File: src/rtl/cnn_seq_pkg.sv
// cnn_seq_pkg
// Shared definitions for the CNN frame sequencer:
//   - seq_state_t      : sequencer FSM states
//   - pixels_per_image : pixels in one square image
//   - cnt_width        : bits needed for a counter that runs 0 .. n-1 (minimum 1)
package cnn_seq_pkg;

    typedef enum logic [1:0] {
        IDLE   = 2'd0,
        STREAM = 2'd1,
        DRAIN  = 2'd2,
        FLUSH  = 2'd3
    } seq_state_t;

    // Pixel count of a square image of the given side length.
    function automatic int unsigned pixels_per_image(input int unsigned side);
        return side * side;
    endfunction

    // Width of a counter whose terminal value is n-1; never narrower than one bit.
    function automatic int unsigned cnt_width(input int unsigned n);
        return (n > 1) ? $clog2(n) : 1;
    endfunction

endpackage

File: src/rtl/cnn_seq_result_buf.sv
// cnn_seq_result_buf
// Single-entry valid/ready holding register for one DNN result and its tag.
// A load always wins; the entry otherwise clears when the consumer takes it.
// Ports:
//   clk, res_n        clock, asynchronous active-low reset
//   load              capture load_data/load_tag this cycle
//   load_data         result word(s) to capture
//   load_tag          image index to capture
//   ready             consumer accepts the held entry
//   valid, data, tag  held entry (registered)
//   free_c            entry is empty or is being drained this cycle (combinational)
module cnn_seq_result_buf #(
    parameter int unsigned DataWidth = 64,
    parameter int unsigned TagWidth  = 2
) (
    input  logic                 clk,
    input  logic                 res_n,
    input  logic                 load,
    input  logic [DataWidth-1:0] load_data,
    input  logic [TagWidth-1:0]  load_tag,
    input  logic                 ready,
    output logic                 valid,
    output logic [DataWidth-1:0] data,
    output logic [TagWidth-1:0]  tag,
    output logic                 free_c
);

    // Free when empty or when the held entry leaves on this edge.
    assign free_c = !valid || ready;

    // Holding register.
    always_ff @(posedge clk or negedge res_n) begin
        if (!res_n) begin
            valid <= 1'b0;
            data  <= '0;
            tag   <= '0;
        end else if (load) begin
            valid <= 1'b1;
            data  <= load_data;
            tag   <= load_tag;
        end else if (valid && ready) begin
            valid <= 1'b0;
        end
    end

endmodule

File: src/rtl/cnn_frame_sequencer.sv
// cnn_frame_sequencer
// Sits in front of the conv/pooling + DNN datapath. Streams exactly one image
// of PixelsPerImage pixels at a time from a valid/ready source into the
// datapath, waits for the DNN result, parks it in a single-entry buffer tagged
// with its image index, and pulses the datapath reset (top_res_n) after
// NumImages images, on datapath done, or on a result timeout.
//
// Ports:
//   clk, res_n                   clock, asynchronous active-low reset
//   src_valid, src_data          pixel source
//   src_ready                    pixel accepted (combinational: STREAM & top_out_ready)
//   top_in_valid, top_in_data    registered pixel to datapath (1 cycle after accept)
//   top_out_ready                datapath can take a pixel
//   top_out_valid, top_out_data  datapath result pulse and payload
//   top_out_done                 datapath batch complete
//   top_res_n                    registered active-low flush reset to datapath
//   res_valid, res_data, res_tag buffered result for the consumer
//   res_ready                    consumer accepts the result
//   busy                         sequencer not idle
//   err_timeout                  sticky: no result within TimeoutCycles of DRAIN
//   perf_latency                 (only with CNN_SEQ_PERF_EN) cycles from last
//                                accepted pixel to result capture
//
// Build option: define CNN_SEQ_PERF_EN to add the perf_latency port.
module cnn_frame_sequencer
    import cnn_seq_pkg::*;
#(
    parameter int unsigned BitSize       = 32,
    parameter int unsigned ImageWidth    = 8,
    parameter int unsigned NumOut        = 2,
    parameter int unsigned NumImages     = 4,
    parameter int unsigned FlushCycles   = 4,
    parameter int unsigned TimeoutCycles = 1024
) (
    input  logic                         clk,
    input  logic                         res_n,
    input  logic                         src_valid,
    input  logic [BitSize-1:0]           src_data,
    output logic                         src_ready,
    output logic                         top_in_valid,
    output logic [BitSize-1:0]           top_in_data,
    input  logic                         top_out_ready,
    input  logic                         top_out_valid,
    input  logic [NumOut*BitSize-1:0]    top_out_data,
    input  logic                         top_out_done,
    output logic                         top_res_n,
    output logic                         res_valid,
    output logic [NumOut*BitSize-1:0]    res_data,
    output logic [cnt_width(NumImages)-1:0] res_tag,
    input  logic                         res_ready,
    output logic                         busy,
    output logic                         err_timeout
`ifdef CNN_SEQ_PERF_EN
    ,
    output logic [31:0]                  perf_latency
`endif
);

    localparam int unsigned PixCount = pixels_per_image(ImageWidth);
    localparam int unsigned PixW     = cnt_width(PixCount);
    localparam int unsigned TagW     = cnt_width(NumImages);
    localparam int unsigned WaitW    = cnt_width(TimeoutCycles);
    localparam int unsigned FlushW   = cnt_width(FlushCycles);
    localparam int unsigned ResW     = NumOut * BitSize;

    localparam logic [PixW-1:0]   PixLast   = PixW'(PixCount - 1);
    localparam logic [TagW-1:0]   ImgLast   = TagW'(NumImages - 1);
    localparam logic [WaitW-1:0]  WaitLast  = WaitW'(TimeoutCycles - 1);
    localparam logic [FlushW-1:0] FlushLast = FlushW'(FlushCycles - 1);

    seq_state_t        state;
    seq_state_t        next_state;

    logic [PixW-1:0]   pix_cnt;
    logic [TagW-1:0]   img_cnt;
    logic [WaitW-1:0]  wait_cnt;
    logic [FlushW-1:0] flush_cnt;
    logic              done_seen;

    logic              fire_c;
    logic              last_pix_c;
    logic              capture_c;
    logic              timeout_c;
    logic              flush_end_c;
    logic              batch_end_c;
    logic              buf_free_c;

    // State register. Reset itself acts as the flush: top_res_n is held low
    // while res_n is low and the FSM starts in IDLE once it is released.
    always_ff @(posedge clk or negedge res_n) begin
        if (!res_n) begin
            state <= IDLE;
        end else begin
            state <= next_state;
        end
    end

    // A batch ends on the last image slot or on done seen at any point in DRAIN.
    assign batch_end_c = (img_cnt == ImgLast) || done_seen || top_out_done;

    // Next-state logic.
    always_comb begin
        next_state = state;
        case (state)
            IDLE: begin
                if (src_valid && buf_free_c) begin
                    next_state = STREAM;
                end
            end
            STREAM: begin
                if (last_pix_c) begin
                    next_state = DRAIN;
                end
            end
            DRAIN: begin
                if (capture_c) begin
                    next_state = batch_end_c ? FLUSH : IDLE;
                end else if (timeout_c) begin
                    next_state = FLUSH;
                end
            end
            FLUSH: begin
                if (flush_end_c) begin
                    next_state = IDLE;
                end
            end
            default: next_state = IDLE;
        endcase
    end

    // Per-state strobes and the combinational source handshake.
    always_comb begin
        src_ready   = 1'b0;
        fire_c      = 1'b0;
        last_pix_c  = 1'b0;
        capture_c   = 1'b0;
        timeout_c   = 1'b0;
        flush_end_c = 1'b0;
        case (state)
            STREAM: begin
                src_ready  = top_out_ready;
                fire_c     = src_valid && top_out_ready;
                last_pix_c = fire_c && (pix_cnt == PixLast);
            end
            DRAIN: begin
                capture_c = top_out_valid;
                timeout_c = !top_out_valid && (wait_cnt == WaitLast);
            end
            FLUSH: begin
                flush_end_c = (flush_cnt == FlushLast);
            end
            default: ;
        endcase
    end

    // Pixel pipe, counters and status flags.
    always_ff @(posedge clk or negedge res_n) begin
        if (!res_n) begin
            top_in_valid <= 1'b0;
            top_in_data  <= '0;
            pix_cnt      <= '0;
            img_cnt      <= '0;
            wait_cnt     <= '0;
            flush_cnt    <= '0;
            done_seen    <= 1'b0;
            err_timeout  <= 1'b0;
            top_res_n    <= 1'b0;
            busy         <= 1'b0;
        end else begin
            top_in_valid <= fire_c;
            if (fire_c) begin
                top_in_data <= src_data;
            end

            if (last_pix_c) begin
                pix_cnt <= '0;
            end else if (fire_c) begin
                pix_cnt <= pix_cnt + PixW'(1);
            end

            // Holds at the last slot; cleared when the flush completes.
            if ((state == FLUSH) && flush_end_c) begin
                img_cnt <= '0;
            end else if (capture_c && (img_cnt != ImgLast)) begin
                img_cnt <= img_cnt + TagW'(1);
            end

            // Counts DRAIN cycles only; saturates at the timeout value.
            if (state != DRAIN) begin
                wait_cnt <= '0;
            end else if (wait_cnt != WaitLast) begin
                wait_cnt <= wait_cnt + WaitW'(1);
            end

            if (state != FLUSH) begin
                flush_cnt <= '0;
            end else if (!flush_end_c) begin
                flush_cnt <= flush_cnt + FlushW'(1);
            end

            // Remembers done from earlier DRAIN cycles of the current image.
            if (state != DRAIN) begin
                done_seen <= 1'b0;
            end else if (top_out_done) begin
                done_seen <= 1'b1;
            end

            if (timeout_c) begin
                err_timeout <= 1'b1;
            end

            // Registered from next_state so both track the state register exactly.
            top_res_n <= (next_state != FLUSH);
            busy      <= (next_state != IDLE);
        end
    end

`ifdef CNN_SEQ_PERF_EN
    // Latency = DRAIN cycles elapsed plus the capture cycle itself.
    always_ff @(posedge clk or negedge res_n) begin
        if (!res_n) begin
            perf_latency <= '0;
        end else if (capture_c) begin
            perf_latency <= 32'(wait_cnt) + 32'd1;
        end
    end
`endif

    // Result holding register; only DRAIN captures, so stray pulses are ignored.
    cnn_seq_result_buf #(
        .DataWidth (ResW),
        .TagWidth  (TagW)
    ) u_result_buf (
        .clk       (clk),
        .res_n     (res_n),
        .load      (capture_c),
        .load_data (top_out_data),
        .load_tag  (img_cnt),
        .ready     (res_ready),
        .valid     (res_valid),
        .data      (res_data),
        .tag       (res_tag),
        .free_c    (buf_free_c)
    );

endmodule

File: config.mk
export PLATFORM = sky130hd
export DESIGN_NAME = cnn_frame_sequencer
export DESIGN_NICKNAME = d
export VERILOG_FILES = /design/src/rtl/cnn_seq_pkg.sv /design/src/rtl/cnn_seq_result_buf.sv /design/src/rtl/cnn_frame_sequencer.sv
export SDC_FILE = /design/constraint.sdc
export NUM_CORES = 1
export LEC_CHECK = 0
export CORE_ASPECT_RATIO = 0.7
export CORE_UTILIZATION = 46
export CTS_BUF_LIST = sky130_fd_sc_hd__clkbuf_16
export DETAILED_ROUTE_END_ITERATION = 10
export GPL_TIMING_DRIVEN = 0
export PLACE_DENSITY = 0.89
export SYNTH_ARGS = -nofsm -noshare
export SYNTH_HDL_FRONTEND = slang
export SYNTH_HIERARCHICAL = 1
export SYNTH_SLANG_ARGS = --single-unit
File: constraint.sdc
create_clock -name clk -period 2.68 [get_ports clk]
set_input_delay 0.402 -clock clk [delete_from_list [all_inputs] [get_ports clk]]
set_output_delay 0.402 -clock clk [all_outputs]
set_load 0.01 [all_outputs]
==> metrics.txt, run 1 <==
# TYPE chip_impl_metric gauge
chip_impl_metric{name="vias_per_cell",unit=""} 4.961
chip_impl_metric{name="worstPathArrival",unit="ns"} 2.53
chip_impl_info{name="run_status",value="finished clean"} 1
chip_impl_metric{name="routed_wire_length_per_instance",unit="µm"} 18.19
chip_impl_metric{name="top_level_ports",unit=""} 207
chip_impl_metric{name="crit_required",unit="ns"} 2.97
chip_impl_metric{name="total_power",unit="W"} 0.008796
chip_impl_metric{name="drt-total-wl",unit="mm"} 14.39
chip_impl_metric{name="finalCriticalPeriod",unit="ns"} 2.246
chip_impl_metric{name="clockBufferDepth",unit=""} 2
chip_impl_info{name="cp-start-kind",value="flip-flop"} 1
chip_impl_metric{name="postSynthAreaPerCell",unit="µm²"} 12.63
chip_impl_metric{name="die_area",unit="µm²"} 11500
chip_impl_metric{name="dpl.hpwl",unit="mm"} 9.620
chip_impl_metric{name="grt_first_pass_wirelength",unit="mm"} 22.68
chip_impl_info{name="critical_path.endpoint_type",value="flip-flop"} 1
chip_impl_metric{name="slew_viol_final",unit=""} 0
chip_impl_metric{name="largest_net_degree_at_the_start_of_global_routing",unit=""} 71
chip_impl_metric{name="clkLatencyLatePin",unit="ns"} 0.41
chip_impl_metric{name="synth_seq_area_share",unit="%"} 61.93
chip_impl_metric{name="setup_viol_count_final",unit=""} 0
chip_impl_metric{name="clock-sinks",unit=""} 126
chip_impl_metric{name="clkSlewWorstSetupHoldPaths",unit="ns"} 0.06
chip_impl_metric{name="detail_route_antenna_nets",unit=""} 0
chip_impl_metric{name="drtPass1Iterations",unit=""} 5
chip_impl_metric{name="gp_congestion",unit=""} 0.7743
chip_impl_metric{name="h-tree-depth",unit=""} 4
chip_impl_metric{name="maxCapViolations",unit=""} 0
chip_impl_metric{name="start_util",unit="%"} 48.26
chip_impl_info{name="clock_tree.root_cell",value="sky130_fd_sc_hd__clkbuf_16"} 1
chip_impl_metric{name="area_delta_synth_final",unit="%"} 58.20
chip_impl_metric{name="yosys_warnings",unit=""} 6
chip_impl_metric{name="cts_setup_buffers",unit=""} 0
chip_impl_info{name="rsz0062_at_grt",value="no"} 1
chip_impl_metric{name="globalRouteOverflowTotal",unit=""} 0
chip_impl_metric{name="ys_seq_elements",unit=""} 126
chip_impl_metric{name="rows",unit=""} 31
chip_impl_metric{name="cell_internal_power",unit="W"} 0.006330
chip_impl_metric{name="antenna_cells_inserted",unit=""} 0
chip_impl_metric{name="antenna_found_initial",unit=""} 0
chip_impl_metric{name="clkPwrFrac",unit="%"} 30.2
chip_impl_metric{name="switching_share",unit="%"} 28.04
chip_impl_metric{name="first_global_vias",unit=""} 4246
chip_impl_metric{name="critical_path.max_fanout",unit=""} 10
chip_impl_metric{name="synth_edf_count",unit=""} 0
chip_impl_info{name="criticalPathCategory",value="reg2reg"} 1
chip_impl_metric{name="die_x",unit="µm"} 127.7
chip_impl_info{name="synthFlopType",value="sky130_fd_sc_hd__dfrtp_1"} 1
chip_impl_metric{name="synthesis.nets",unit=""} 510
chip_impl_metric{name="netlist_instances",unit=""} 403
chip_impl_metric{name="worst_pin_slew",unit="ns"} 0.5414
chip_impl_metric{name="starting_drt_drc_count",unit=""} 171
chip_impl_metric{name="numPortBuffers",unit=""} 206
chip_impl_metric{name="layout.nets",unit=""} 737
chip_impl_metric{name="netlist_cell_types",unit=""} 40
chip_impl_metric{name="overall_via_count_from_detail_route",unit=""} 3924
chip_impl_metric{name="combinationalPowerShare",unit="%"} 34.3
chip_impl_metric{name="fin_crit_sh",unit="%"} 83.79
chip_impl_metric{name="timing.setup.tns",unit="ns"} 0
chip_impl_metric{name="drcViolationCount",unit=""} 0
chip_impl_metric{name="timing.fmax",unit="MHz"} 445.3
chip_impl_metric{name="grtUsageTotal",unit="%"} 26.21
chip_impl_metric{name="seqPwrFrac",unit="%"} 35.6
chip_impl_metric{name="finalClockSkew",unit="ns"} 0.007303
chip_impl_metric{name="design.core.area",unit="µm²"} 10550
chip_impl_info{name="tritoncts",value="built"} 1
chip_impl_metric{name="cellPowerDensity",unit="nW/µm²"} 1092
chip_impl_metric{name="power.ir.vdd_worst",unit="mV"} 0.5355
chip_impl_info{name="top_library_cells_by_usage_in_the_layout_fill_and_taps_aside",value="sky130_fd_sc_hd__clkdlybuf4s50_1 (205), sky130_fd_sc_hd__dfrtp_1 (126), sky130_fd_sc_hd__nand2_1 (107)"} 1
chip_impl_metric{name="slew_headroom",unit="%"} 63.91
chip_impl_info{name="mostFrequentLayoutCell",value="sky130_fd_sc_hd__clkdlybuf4s50_1"} 1
chip_impl_info{name="min_path_type",value="reg2reg"} 1
chip_impl_metric{name="timing.final.hold_violations",unit=""} 0
chip_impl_metric{name="post_route_cells_drive_above_1_share",unit="%"} 17.57
chip_impl_metric{name="p_switching",unit="W"} 0.002467
chip_impl_metric{name="synth_async_sr_flop_share",unit="%"} 100.0
chip_impl_metric{name="final.hold.worst_slack",unit="ns"} 0.4714
chip_impl_metric{name="power_leakage",unit="nW"} 3.669
chip_impl_metric{name="cts_buffers",unit=""} 17
chip_impl_metric{name="synth_cell_area",unit="µm²"} 5091
chip_impl_metric{name="die_y",unit="µm"} 90.02
Yosys cell counts, types with 4 or more instances:
cell type | count | area (µm²)
sky130_fd_sc_hd__nand2_1 | 107 | 401.6
sky130_fd_sc_hd__nor2_1 | 20 | 75.07
sky130_fd_sc_hd__mux2_4 | 29 | 435.4
sky130_fd_sc_hd__o21ai_0 | 4 | 20.02
sky130_fd_sc_hd__ha_1 | 4 | 50.05
sky130_fd_sc_hd__xor2_1 | 7 | 61.31
sky130_fd_sc_hd__dfrtp_1 | 126 | 3153
sky130_fd_sc_hd__nor3_1 | 4 | 20.02
sky130_fd_sc_hd__buf_2 | 7 | 35.03
sky130_fd_sc_hd__mux2_2 | 37 | 416.7
through the flow:
stage	cells	instance area, µm²	setup slack (ns)	util, %
6_report	791	8054	0.4343	76.34
3_5_place_dp	758	7367	0.3964	69.83
5_1_grt	791	8054	0.3227	76.34
4_1_cts	791	8054	0.4187	76.34
2_1_floorplan	403	5091	0.9299	-
3_3_place_gp	757	7338	-3.501	69.56
layer usage:
layer / global-route usage (%) / up-vias / part of all wire (%)
li1: - / 1813 / -
met4: 10.10 / 0 / 2.3
met2: 46.29 / 180 / 51
met5: 0 / - / 0
met1: 28.45 / 1902 / 38
met3: 9.702 / 29 / 8.2
power groups by stage:
| stage | Combinational, W | Clock [W] | Sequential, W |
|---|---|---|---|
| 4_1_cts | 0.00303 | 0.00269 | 0.00312 |
| 6_report | 0.00302 | 0.00265 | 0.00313 |
| 3_5_place_dp | 0.00297 | 0 | 0.00312 |
| 3_3_place_gp | 0.00288 | 0 | 0.00305 |
| 2_1_floorplan | 0.000847 | 0 | 0.00338 |
| 5_1_grt | 0.00320 | 0.00278 | 0.00321 |
worst paths after layout:
check / depth (start not counted) / slack [ns] / start / endpoint
hold reg to reg: 2 / 0.47 / top_in_data[2] / top_in_data[2]
hold / removal: 2 / 0.47 / top_in_data[2] / top_in_data[2]
setup / recovery: 6 / 0.43 / state[0] / u_result_buf/data[41]
setup reg to reg: 6 / 0.43 / state[0] / u_result_buf/data[41]
min in group asynchronous: 2 / 0.52 / res_n / u_result_buf/data[39]
max in group asynchronous: 3 / 1.43 / res_n / top_in_data[1]
cells by family after synthesis:
kind of cell / share of synthesized area, %
buf+inv: 2.187
mux: 17.33
xor+xnor: 1.548
compound gates: 3.121
fa+ha+maj: 0.9831
simple gates: 12.90
flops: 61.93
worst max-delay path, cell delays in order (launching register included):
cell	delay, ns
sky130_fd_sc_hd__dfrtp_1	0.44
sky130_fd_sc_hd__nand2b_1	0.22
sky130_fd_sc_hd__clkbuf_1	0.27
sky130_fd_sc_hd__nor2_1	0.38
sky130_fd_sc_hd__buf_4	0.28
sky130_fd_sc_hd__buf_6	0.20
sky130_fd_sc_hd__mux2_4	0.32
cell type report:
class | instances | area, µm²
Sequential cell | 126 | 3153
Tap cell | 148 | 185.2
Clock inverter | 15 | 251.5
Timing Repair Buffer | 208 | 2101
Buffer | 15 | 95.09
Clock buffer | 17 | 425.4
Inverter | 4 | 16.27
Fill cell | 653 | 2496
Multi-Input combinational cell | 258 | 1827
state kept, by name (all words and copies together) (netlist names), 2 cells and up:
signal             flops
pix_cnt                6
wait_cnt              10
state                  2
u_result_buf/data     64
img_cnt                2
top_in_data           32
u_result_buf/tag       2
flush_cnt              2
timing repair:
item	in CTS	in global routing
hold buffers	1	0
gates resized for setup	0	0
hold endpoints to repair	56	0
Power figures use the tool's default switching activity.
==> run 2, diff against run 1 <==
--- a/config.mk
+++ b/config.mk
@@ -6,11 +6,11 @@
 export NUM_CORES = 1
 export LEC_CHECK = 0
 export CORE_ASPECT_RATIO = 0.7
-export CORE_UTILIZATION = 46
+export CORE_UTILIZATION = 43
 export CTS_BUF_LIST = sky130_fd_sc_hd__clkbuf_16
 export DETAILED_ROUTE_END_ITERATION = 10
 export GPL_TIMING_DRIVEN = 0
-export PLACE_DENSITY = 0.89
+export PLACE_DENSITY = 0.84
 export SYNTH_ARGS = -nofsm -noshare
 export SYNTH_HDL_FRONTEND = slang
 export SYNTH_HIERARCHICAL = 1
==> constraint.sdc (replaced) <==
create_clock -name clk -period 2.2 [get_ports clk]
set_input_delay 0.33 -clock clk [delete_from_list [all_inputs] [get_ports clk]]
set_output_delay 0.33 -clock clk [all_outputs]
set_load 0.01 [all_outputs]
==> run 2 against run 1 <==
  * Global-route usage down 3.8 points
  * Non-clock buffer count unchanged
  * Register-to-register slack worse by 0.26 ns
  * Critical path type is now reg2out
  * Critical endpoint is now src_ready
  * Largest cell class unchanged
==> metrics.txt, run 2 (synthesis results as in run 1) <==
# TYPE chip_impl_metric gauge
chip_impl_metric{name="layout.nets",unit=""} 737
chip_impl_metric{name="worst_slack",unit="ns"} 0.1373
chip_impl_info{name="critical_path.endpoint_type",value="primary output"} 1
chip_impl_metric{name="drt-total-wl",unit="mm"} 12.90
chip_impl_metric{name="design.core.area",unit="µm²"} 11250
chip_impl_metric{name="cellPowerDensity",unit="nW/µm²"} 1256
chip_impl_metric{name="crit_required",unit="ns"} 1.87
chip_impl_info{name="run_status",value="finished clean"} 1
chip_impl_metric{name="total_power",unit="W"} 0.009995
chip_impl_metric{name="first_global_vias",unit=""} 4172
chip_impl_metric{name="power.ir.vdd_worst",unit="mV"} 0.8059
chip_impl_metric{name="routed_wire_length_per_instance",unit="µm"} 16.20
chip_impl_info{name="worstReg2RegStart",value="state[0]"} 1
chip_impl_metric{name="max_reg_flops",unit=""} 64
chip_impl_info{name="clock_tree.root_cell",value="sky130_fd_sc_hd__clkbuf_16"} 1
chip_impl_info{name="cp-start-kind",value="flip-flop"} 1
chip_impl_metric{name="use_met1",unit="%"} 26.45
chip_impl_metric{name="finalCriticalPeriod",unit="ns"} 2.063
chip_impl_metric{name="post_route_cells_drive_above_1_share",unit="%"} 18.51
chip_impl_metric{name="worst_slack_placed",unit="ns"} -0.05548
chip_impl_metric{name="final.hold.worst_slack",unit="ns"} 0.3507
chip_impl_info{name="worst_r2r_endpoint",value="u_result_buf/data[45]"} 1
chip_impl_metric{name="grt_first_pass_wirelength",unit="mm"} 21.14
chip_impl_metric{name="h-tree-depth",unit=""} 4
chip_impl_metric{name="finalClockSkew",unit="ns"} 0.009567
chip_impl_metric{name="detail_route_antenna_nets",unit=""} 0
chip_impl_metric{name="top_level_ports",unit=""} 207
chip_impl_metric{name="clkSlewWorstSetupHoldPaths",unit="ns"} 0.06
chip_impl_metric{name="clockBufferDepth",unit=""} 2
chip_impl_metric{name="antenna_found_initial",unit=""} 0
chip_impl_metric{name="clkLatencyLatePin",unit="ns"} 0.41
chip_impl_metric{name="rows",unit=""} 32
chip_impl_metric{name="clock-sinks",unit=""} 126
chip_impl_metric{name="dpl.hpwl",unit="mm"} 9.394
chip_impl_metric{name="use_met3",unit="%"} 8.022
chip_impl_metric{name="ff2ff_path_depth",unit=""} 6
chip_impl_metric{name="fin_crit_sh",unit="%"} 93.76
chip_impl_metric{name="die_y",unit="µm"} 93.04
chip_impl_metric{name="drcViolationCount",unit=""} 0
chip_impl_info{name="top_library_cells_by_usage_in_the_layout_fill_and_taps_aside",value="sky130_fd_sc_hd__clkdlybuf4s50_1 (205), sky130_fd_sc_hd__dfrtp_1 (125), sky130_fd_sc_hd__nand2_1 (107)"} 1
chip_impl_metric{name="power_leakage",unit="nW"} 3.603
chip_impl_metric{name="maxCapViolations",unit=""} 0
chip_impl_metric{name="area_delta_synth_final",unit="%"} 56.28
chip_impl_metric{name="vias_per_cell",unit=""} 4.854
chip_impl_metric{name="largest_net_degree_at_the_start_of_global_routing",unit=""} 100
chip_impl_info{name="tritoncts",value="built"} 1
chip_impl_info{name="worst_setup_path_startpoint",value="state[0]"} 1
chip_impl_metric{name="worstPathArrival",unit="ns"} 1.73
chip_impl_info{name="criticalPathCategory",value="reg2out"} 1
chip_impl_metric{name="critical_path.max_fanout",unit=""} 7
chip_impl_metric{name="numPortBuffers",unit=""} 206
chip_impl_info{name="mostFrequentLayoutCell",value="sky130_fd_sc_hd__clkdlybuf4s50_1"} 1
chip_impl_metric{name="timing.fmax",unit="MHz"} 484.8
chip_impl_metric{name="start_util",unit="%"} 45.25
chip_impl_info{name="min_path_type",value="in2async"} 1
chip_impl_metric{name="gp_congestion",unit=""} 0.8533
chip_impl_metric{name="timing.setup.tns",unit="ns"} 0
chip_impl_metric{name="worst_pin_slew",unit="ns"} 0.5627
chip_impl_metric{name="starting_drt_drc_count",unit=""} 154
chip_impl_metric{name="slew_headroom",unit="%"} 62.48
chip_impl_metric{name="grt.met2_usage",unit="%"} 38.18
chip_impl_info{name="rsz0062_at_grt",value="no"} 1
chip_impl_metric{name="timing.final.hold_violations",unit=""} 0
chip_impl_metric{name="globalRouteOverflowTotal",unit=""} 0
chip_impl_metric{name="grtUsageTotal",unit="%"} 22.37
chip_impl_info{name="top_regs",value="u_result_buf/data x64, top_in_data x32, wait_cnt x10"} 1
chip_impl_metric{name="setup_viol_count_final",unit=""} 0
chip_impl_metric{name="die_x",unit="µm"} 132.1
chip_impl_metric{name="reg2reg_slack",unit="ns"} 0.17
chip_impl_metric{name="cts_buffers",unit=""} 17
chip_impl_metric{name="slew_viol_final",unit=""} 0
chip_impl_metric{name="antenna_cells_inserted",unit=""} 0
chip_impl_info{name="top_usage_layer",value="met2"} 1
chip_impl_metric{name="drtPass1Iterations",unit=""} 4
chip_impl_info{name="worst_setup_path_endpoint",value="src_ready"} 1
chip_impl_info{name="registers.top_by_ff_count",value="u_result_buf/data"} 1
chip_impl_metric{name="die_area",unit="µm²"} 12290
chip_impl_metric{name="overall_via_count_from_detail_route",unit=""} 3864
[run 2: routing by layer]
metal,share of wire (%),wire (µm)
met1,42,5363
met2,49,6312
met3,8.3,1069
met4,1.2,151
met5,0,0
[run 2: power breakdown]
group	switching (W)	internal (W)
registers	0.000540	0.00321
logic	0.00134	0.00227
clock network	0.00106	0.00157
[run 2: cell type report]
type                       instances  area, µm²
multi-input combinational        258       1834
inverter                           4      16.27
fill                             767       3294
buffer                            15      95.09
tap                              153      191.4
timing repair buffer             208       2101
sequential                       126       3154
clock buffer                      17      425.4
clock inverter                    15      138.9
[run 2: worst min path at each step]
| stage | startpoint | end | slack [ns] |
|---|---|---|---|
| 2_1_floorplan | res_n | busy | 0.03 |
| 3_3_place_gp | top_in_data[30] | top_in_data[30] | 0.46 |
| 3_5_place_dp | res_n | u_result_buf/data[34] | 0.21 |
| 4_1_cts | res_n | u_result_buf/data[34] | 0.35 |
| 5_1_grt | res_n | u_result_buf/data[34] | 0.36 |
| 6_report | res_n | u_result_buf/data[34] | 0.35 |
[run 2: critical path, cell delays in order, from the launching register on]
cell and delay, ns:
sky130_fd_sc_hd__dfrtp_2 0.42, sky130_fd_sc_hd__inv_1 0.09, sky130_fd_sc_hd__nor3b_1 0.24, sky130_fd_sc_hd__clkdlybuf4s50_1 0.58
[run 2: what timing repair did]
action	CTS	global route
cloned	0	0
setup endpoints to repair	24	52
gates resized for setup	1	2
hold endpoints to repair	27	0
buffers inserted	0	0
hold buffers	1	0
[run 2: per-stage QoR]
stage / area, µm² / utilization (%) / instances
after global placement: 7345 / 65.28 / 762
after CTS: 7950 / 70.66 / 796
after floorplan: 5091 / - / 403
after detailed placement: 7373 / 65.54 / 763
final: 7956 / 70.72 / 796
after global routing: 7956 / 70.72 / 796
==> variant: new RTL, config.mk and constraints of run 2 <==
Re-encode `seq_state_t` (4 states) as Gray code, 2 bits wide.
--- a/src/rtl/cnn_seq_pkg.sv
+++ b/src/rtl/cnn_seq_pkg.sv
@@ -6,10 +6,10 @@
 package cnn_seq_pkg;
 
     typedef enum logic [1:0] {
-        IDLE   = 2'd0,
-        STREAM = 2'd1,
-        DRAIN  = 2'd2,
-        FLUSH  = 2'd3
+        IDLE   = 2'b00,
+        STREAM = 2'b01,
+        DRAIN  = 2'b11,
+        FLUSH  = 2'b10
     } seq_state_t;
 
     // Pixel count of a square image of the given side length.
Formal check against the unedited RTL: same outputs for any inputs over 10 cycles, from zero or initial values; not proved beyond that.
==> variant against run 2 <==
  * Design area rose by 0.86%
  * Cell count rose by 0.75%
  * Core utilization rose by 0.11 points
  * Setup slack improved by 0.044 ns
  * Sequential cell count did not move
  * Area after synthesis rose by 0.86%
  * Fmax rose by 2.2%
  * Wire length rose by 1.6%
  * Critical path type unchanged
  * Critical endpoint unchanged
Power is not compared: it rests on default switching activity, and its combinational part moved more than twofold at a synthesized area within 25%.
==> variant: results (changes against run 2) <==
outcome = finished clean
Mapped Nets = 517 (+1.4%)
Yosys cell types = 39 (-2.5%)
fin nets = 744 (+0.95%)
routing usage on met3 = 9.21% (+1.2 points)
post-synthesis cell count = 410 (+1.7%)
Synth Area in XOR/XNOR = 1.02% (-0.52 points)
met1 Use GR = 25.6% (-0.87 points)
Commonest cells post-synth = dfrtp_1, nand2_1, mux2_2
Diodes inserted = 0 (unchanged)
Vias/cell = 4.81 (-0.85%)
sequential area share after synthesis = 61.4% (-0.53 points)
fin cells = 802 (+0.75%)
post-DP HPWL = 9.39 mm (about the same)
placed cell area = 7420 µm² (+0.59%)
drt wl/cell = 16.3 µm (+0.84%)
DRT iter0 DRCs = 103 (-33%)
worst slack, placed = 0.0333 ns (+0.0888 ns)
met2 global-route usage = 38.3% (+0.15 points)
Synth Area in Compound Gates = 3.39% (+0.27 points)
Rel. slew slack = 60.3% (-2.2 points)
initial antenna violation count = 0 (unchanged)
largest registers = u_result_buf/data (64), top_in_data (32), wait_cnt (10)
mux cell area share after synthesis = 17.2% (-0.12 points)
layout cells sized above 1 = 18.5% (about the same)
Placed Instances = 770 (+0.92%)
largest net degree at the start of global routing = 71 (-29%)
Layout Skew = 0.0101 ns (+0.000510 ns)
Pleak = 0.00370 µW
gr usage total = 22.3% (-0.043 points)
crit path max fanout = 10 (+3)
top post-synthesis cells by area = dfrtp_1, mux2_4, nand2_1, mux2_2, buf_6
Post-Synth Adder-Cell Area = 0.975% (-0.0084 points)
## variant: cell type report
type / instances / area, µm²
tap: 153 / 191
inverter: 4 / 15.0
clock buffer: 17 / 425
sequential: 126 / 3150
multi-input combinational: 262 / 1840
buffer: 18 / 128
clock inverter: 14 / 170
timing repair buffer: 208 / 2100
fill: 770 / 3310
## variant: timing repair
action / 4_1_cts / 5_1_grt
hold buffers: 1 / 0
buffers inserted: 0 / 0
hold endpoints to repair: 56 / 0
endpoints found under the setup margin: 0 / 29
resized for setup: 0 / 1
## variant: power by group through the flow
stage                     clock network, µW  logic (µW)  registers [µW]
after global placement                    0         814            2640
after CTS                              2870         850            2610
after floorplan                           0         206            2700
after global routing                   2980         910            2640
after detailed placement                  0         839            2650
final                                  2810         840            2610
## variant: stage by stage
stage	setup TNS (ns)	hold WS (ns)
after floorplan	0	0.0344
after global placement	-491.00	0.457
after detailed placement	0	0.321
after CTS	0	0.434
after global routing	0	0.446
final	0	0.450
## variant: layer usage
layer	vias up	wire length, µm
li1	1832	-
met1	1865	5530
met2	151	6400
met3	12	1020
met4	0	150
met5	-	0
## variant: kinds of logic after synthesis
group / Yosys count
AO/OA/AOI/OAI: 25
XOR/XNOR: 6
buffers and inverters: 22
adder cells (fa/ha/maj): 4
multiplexers: 69
flip-flops: 126
AND/OR/NAND/NOR: 158
## variant: worst max-delay path, cell delays in order (launching register included)
cell             delay (ns)
dfrtp_1                0.43
buf_6                  0.17
nand2_1                0.05
nor2_1                 0.10
clkdlybuf4s50_1        0.54
## variant: worst paths after layout
| path | from | endpoint | slack (ns) |
|---|---|---|---|
| worst max-delay path | state[0] | src_ready | 0.18 |
| worst min-delay path | res_n | u_result_buf/data[46] | 0.45 |
| worst max register to register | wait_cnt[0] | wait_cnt[3] | 0.24 |
| worst min register to register | top_in_data[20] | top_in_data[20] | 0.47 |
| max in group asynchronous | res_n | pix_cnt[1] | 1.02 |
| min in group clk | src_data[12] | top_in_data[12] | 0.45 |
